==> config.mk <==
export PLATFORM = sky130hd
export DESIGN_NAME = mic1_uart_tx
export DESIGN_NICKNAME = d
export VERILOG_FILES = /design/src/rtl/mic1_uart_tx.sv
export SDC_FILE = /design/constraint.sdc
export NUM_CORES = 1
export LEC_CHECK = 0
export CORE_MARGIN = 2
export CORE_UTILIZATION = 45
export DETAILED_ROUTE_END_ITERATION = 10
export GPL_TIMING_DRIVEN = 1
export PLACE_DENSITY = 0.65
export SETUP_SLACK_MARGIN = 0.05
export SYNTH_ARGS = -nofsm -noshare
export SYNTH_HDL_FRONTEND = slang
export SYNTH_SLANG_ARGS = --single-unit
==> constraint.sdc <==
create_clock -name clk -period 2.4 [get_ports clk]
set_clock_uncertainty 0.05 [all_clocks]
set_input_delay 0.6 -clock clk [delete_from_list [all_inputs] [get_ports clk]]
set_output_delay 0.6 -clock clk [all_outputs]
set_load 0.02 [all_outputs]
==> src/rtl/mic1_uart_tx.sv <==
// MIC-1 SoC transmit UART: 8N1, LSB first, fed through a small power-of-2 write FIFO.
// Handshake: a byte moves on a rising edge where wr_valid && wr_ready; wr_ready depends only on registered state.
module mic1_uart_tx #(
    parameter int CLK_DIV    = 104,
    parameter int FIFO_DEPTH = 4
) (
    input  logic                          clk,
    input  logic                          reset,
    input  logic                          wr_valid,
    input  logic [7:0]                    wr_data,
    output logic                          wr_ready,
    output logic                          tx,
    output logic                          busy,
    output logic [$clog2(FIFO_DEPTH):0]   fifo_count,
    output logic [1:0]                    state_dbg
);

    localparam int          AW     = $clog2(FIFO_DEPTH);
    localparam logic [15:0] RELOAD = 16'(CLK_DIV - 1);
    localparam logic [AW:0] FULL   = (AW + 1)'(FIFO_DEPTH);

    typedef enum logic [1:0] {
        S_IDLE  = 2'd0,
        S_START = 2'd1,
        S_DATA  = 2'd2,
        S_STOP  = 2'd3
    } state_t;

    state_t        state, state_n;
    logic [15:0]   baud_cnt, baud_cnt_n;
    logic [2:0]    bit_idx, bit_idx_n;
    logic [7:0]    shreg, shreg_n;
    logic          tx_q, tx_n;
    logic          pop, push, bit_end, fifo_nonempty;

    logic [7:0]    mem [FIFO_DEPTH];
    logic [AW-1:0] wr_ptr, rd_ptr;
    logic [AW:0]   count;

    assign push          = wr_valid && wr_ready;
    assign bit_end       = (baud_cnt == 16'd0);
    assign fifo_nonempty = (count != '0);

    assign wr_ready   = (count != FULL);
    assign busy       = (state != S_IDLE) || fifo_nonempty;
    assign fifo_count = count;
    assign tx         = tx_q;
    assign state_dbg  = state;

    // tx_n is the line level for the cycle after the edge, so tx stays a plain flop.
    always_comb begin
        state_n    = state;
        baud_cnt_n = bit_end ? RELOAD : baud_cnt - 16'd1;
        bit_idx_n  = bit_idx;
        shreg_n    = shreg;
        tx_n       = tx_q;
        pop        = 1'b0;
        unique case (state)
            S_IDLE: begin
                tx_n       = 1'b1;
                baud_cnt_n = 16'd0;
                if (fifo_nonempty) begin
                    pop        = 1'b1;
                    shreg_n    = mem[rd_ptr];
                    baud_cnt_n = RELOAD;
                    state_n    = S_START;
                    tx_n       = 1'b0;
                end
            end
            S_START: begin
                tx_n = 1'b0;
                if (bit_end) begin
                    state_n   = S_DATA;
                    bit_idx_n = 3'd0;
                    tx_n      = shreg[0];
                end
            end
            S_DATA: begin
                if (bit_end) begin
                    shreg_n = shreg >> 1;
                    if (bit_idx == 3'd7) begin
                        state_n = S_STOP;
                        tx_n    = 1'b1;
                    end else begin
                        bit_idx_n = bit_idx + 3'd1;
                        tx_n      = shreg[1];
                    end
                end
            end
            S_STOP: begin
                tx_n = 1'b1;
                if (bit_end) begin
                    if (fifo_nonempty) begin
                        pop     = 1'b1;
                        shreg_n = mem[rd_ptr];
                        state_n = S_START;
                        tx_n    = 1'b0;
                    end else begin
                        state_n    = S_IDLE;
                        baud_cnt_n = 16'd0;
                    end
                end
            end
            default: state_n = S_IDLE;
        endcase
    end

    always_ff @(posedge clk or posedge reset) begin
        if (reset) begin
            state    <= S_IDLE;
            baud_cnt <= 16'd0;
            bit_idx  <= 3'd0;
            shreg    <= 8'd0;
            tx_q     <= 1'b1;
        end else begin
            state    <= state_n;
            baud_cnt <= baud_cnt_n;
            bit_idx  <= bit_idx_n;
            shreg    <= shreg_n;
            tx_q     <= tx_n;
        end
    end

    // Pointers wrap for free because the depth is a power of 2.
    always_ff @(posedge clk or posedge reset) begin
        if (reset) begin
            wr_ptr <= '0;
            rd_ptr <= '0;
            count  <= '0;
        end else begin
            if (push) wr_ptr <= wr_ptr + 1'b1;
            if (pop)  rd_ptr <= rd_ptr + 1'b1;
            unique case ({push, pop})
                2'b10:   count <= count + 1'b1;
                2'b01:   count <= count - 1'b1;
                default: count <= count;
            endcase
        end
    end

    always_ff @(posedge clk) begin
        if (push) mem[wr_ptr] <= wr_data;
    end

endmodule

==> results by stage <==
Timing:
- The final-report setup violation count is 0.
- The hold violation count in the final report is 0.
- The final number of max-transition violations is 0.
- The highest achievable clock rate is 420 MHz.
- The actual slew at the worst max-slew pin is between 0.5 and 0.6 ns.
- After routing, the total negative slack on setup checks comes to 0 ns.
- The final period demand of the worst path is about 2.4 ns.
- After layout, the worst setup slack is ~0.019 ns.
- The relative slew slack is ~63%.
- The final critical path takes up 99.2% of the cycle.
- Setup repair after global routing could not meet its margin everywhere.

Min path:
- The worst hold path belongs to the class flop to flop.

Final layout:
- Leaving out fill and tap cells, the most frequent cell in the layout is dfrtp_1.
- The final instance area is 4150 um^2.
- In the layout the commonest cells are dfrtp_1, buf_4, nand2_1, edfxtp_1, nor2_1.
- The signed area change from the synthesized netlist to the final layout is 26.4%.
- The number of inserted diodes is 0.
- For this run, the post-layout net count is about 350.
- Of the cells placed in the final design, the portion with a size suffix greater than 1 is 27.9%.

Synthesis:
- Sequential elements use approximately 58% of the synthesized area.
- Synthesis produced a netlist with a net count of around 290.
- Sorting the synthesized cells by area gives the leading types as edfxtp_1, dfrtp_1, mux4_2.
- Yosys mapped a number of flops with a built-in enable equal to 32.
- The synthesized area divided by synthesized cell count is roughly 13 um^2.
- The cell count after synthesis is 260.
- Counting flops and latches in the post-synthesis netlist gives 69.
- The fraction of post-synthesis cell area in the top cell type by area is between 20% and 30%.
- The total of warnings raised by yosys is 0.
- Among all flip-flop cells after synthesis, the most frequent one is dfrtp_1.
- The number of distinct library cells after synthesis is 46.
- The synthesized netlist occupies a cell area of around 3300 um^2.
- Summed over all instances, the cell type with the most area after synthesis is edfxtp_1.
- The share of synthesized registers carrying an async set or reset is a little over half.

Floorplan:
- The width of the chip is approximately 89 um.
- The die is slightly below 90 um tall.
- The site row count is 31.
- The die footprint is between 7000 and 8000 um^2.
- For this design the top-level I/O count stands at 19.
- The region available for standard cell placement spans slightly above 7000 um^2.
- The effective utilization at floorplan is between 40% and 50%.

Worst setup path:
- The worst endpoint required time is ~2.6 ns.
- The startpoint-to-endpoint class of the critical path is flop to flop.
- The maximum net fanout on the critical path is 2.
- The critical path endpoint category is a flop.
- The data arrival time of the critical path is 2.60 ns.
- The worst setup path is launched from a flop.

Detailed routing:
- The number of nets with antenna violations after detailed routing is 0.
- The via density per instance is about 5.
- Dividing the detail-routed wire length by the instance count gives 13.9 um.
- The number of DRC violations after detailed routing is 0.
- The post-detailed-routing wire length is a little under 6 mm.
- The total via count after detailed routing is approximately 2100.
- The routed design uses about 150 um of met3 wire.
- Wire segments on met2 add up to approximately 2.9 mm in the final route.
- The length of the first detailed-routing pass in iterations is 5.
- The number of DRC markers after the initial detailed-route iteration is ~110.
- Signal routing reaches up to met4.
- The routed length on met1 is around 2.8 mm.

CTS:
- TritonCTS built the clock tree.
- The hold-fix buffer count after cts is 0.
- CTS placed an instance of clkbuf_8 at the clock tree root.
- The clock sink count is 69.
- The H-tree was split into 3 levels.
- Counting the buffers created by CTS gives 9.
- The buffer depth of the longest clock path is 2.
- The CTS clock-pin slew for the worst setup and hold paths is about 0.07 ns.
- The clock insertion delay at the later pin of the skew report is 0.35 ns.

Place:
- The total half-perimeter wirelength after legalization and detailed placement is roughly 4.1 mm.
- The post-placement setup slack is -0.181 ns.
- Port buffering added 18 buffers.
- The post-detailed-placement cell area is between 3000 and 4000 um^2.
- Routability-driven placement finished with a final weighted congestion of between 0.8 and 0.9.

GRT:
- Across every metal layer, demand over resource in global routing totals approximately 16%.
- Summed over all layers, the global routing overflow is 0.
- The pin count of the biggest net entering global routing is 38.
- The number of global-route vias before repair came to between 2000 and 2500.
- The first global-routing pass estimated between 9 and 10 mm of wire.
- The initial antenna violation count is 0.

Outcome:
- The flow ran to the end, and the final reports show no timing, DRC or antenna violations.

Power and ir drop:
- VDD sags by at most between 0.0004 and 0.0005 V.
- The total power density per cell area is between 600 and 700 nW/um^2.
- The cell leakage power is roughly 1.8 nW.

Job:
- The total of max-cap violations is 0.
==> per-layer routing <==
layer | track usage (%) | vias to the layer above
li1 | - | 1050
met1 | 20.5 | 1038
met2 | 25.6 | 26
met3 | 3.32 | 7
met4 | 9.36 | 0
met5 | 0 | -
==> synthesized netlist by cell type, drive strengths merged, types with 7 or more instances <==
cell type	count
dfrtp	36
nand2	34
mux4	8
xnor2	12
mux2	9
nor2	22
ha	13
o21ai	7
inv	15
nor3	8
xor2	7
edfxtp	32
==> sequential cells by signal, indices dropped and copies added (netlist names) <==
register    flops
fifo_count      3
tx              1
mem            32
wr_ptr          2
shreg           8
state_dbg       2
rd_ptr          2
bit_idx         3
baud_cnt       16
==> power by group <==
part | total [W] | switching [W] | internal [W] | leakage [nW]
Sequential | 0.00148 | 0.0000774 | 0.00140 | 0.740
Clock | 0.000824 | 0.000448 | 0.000375 | 0.0832
Combinational | 0.000478 | 0.000265 | 0.000214 | 0.981
==> path summary, 6_finish.rpt <==
kind	cells after the start	to	slack [ns]	start
min in group asynchronous	3	wr_ptr[1]$_DFFE_PP0P_	0.62	reset
worst min-delay path	1	bit_idx[2]$_DFFE_PP0P_	0.46	bit_idx[2]$_DFFE_PP0P_
worst max register to register	10	fifo_count[2]$_DFFE_PP0P_	0.02	baud_cnt[6]$_DFF_PP0_
worst max-delay path	10	fifo_count[2]$_DFFE_PP0P_	0.02	baud_cnt[6]$_DFF_PP0_
max in group asynchronous	3	tx$_DFFE_PP1N_	1.32	reset
worst min register to register	1	bit_idx[2]$_DFFE_PP0P_	0.46	bit_idx[2]$_DFFE_PP0P_
==> logic make-up (layout without fill, tap and decap cells) <==
group	Yosys count	count (layout)	synth area share (%)
AND/OR/NAND/NOR	90	90	13.5
buffers and inverters	22	88	2.55
XOR/XNOR	19	19	5.07
multiplexers	19	19	9.19
adder cells (fa/ha/maj)	14	14	5.57
AO/OA/AOI/OAI	27	27	6.56
flip-flops	69	69	57.6
==> through the flow <==
stage | hold slack [ns] | utilization, % | total power (W) | instances
floorplan | 0.424 | - | 0.00178 | 260
global placement | 0.441 | 53.8 | 0.00197 | 405
detailed placement | 0.446 | 53.8 | 0.00198 | 405
CTS | 0.467 | 57.3 | 0.00282 | 424
global route | 0.492 | 58.1 | 0.00293 | 425
finish | 0.463 | 58.1 | 0.00278 | 425
==> critical path, cell delays in order (launching register included) <==
cell	delay, ns
dfrtp_1	0.41
nor4_4	0.31
nand3_2	0.15
o41ai_4	0.26
and2_4	0.22
ha_4	0.14
inv_2	0.03
fa_2	0.32
xor2_1	0.14
nor2_1	0.11
xor2_1	0.16
==> repair_timing <==
| action | in CTS | in global routing |
|---|---|---|
| resized for setup | 15 | 10 |
| buffers inserted | 3 | 1 |
| pin swaps | 5 | 2 |
| setup endpoints to repair | 14 | 15 |
==> final cells by class <==
type                       instances  area, um^2
inverter                          15        56.3
sequential                        69        1890
multi-input combinational        169        1410
tap                               99         124
clock inverter                     7        50.0
fill                             619        2990
timing repair buffer              57         495
clock buffer                       9         124
No activity file was read; power rests on OpenSTA's default activity.
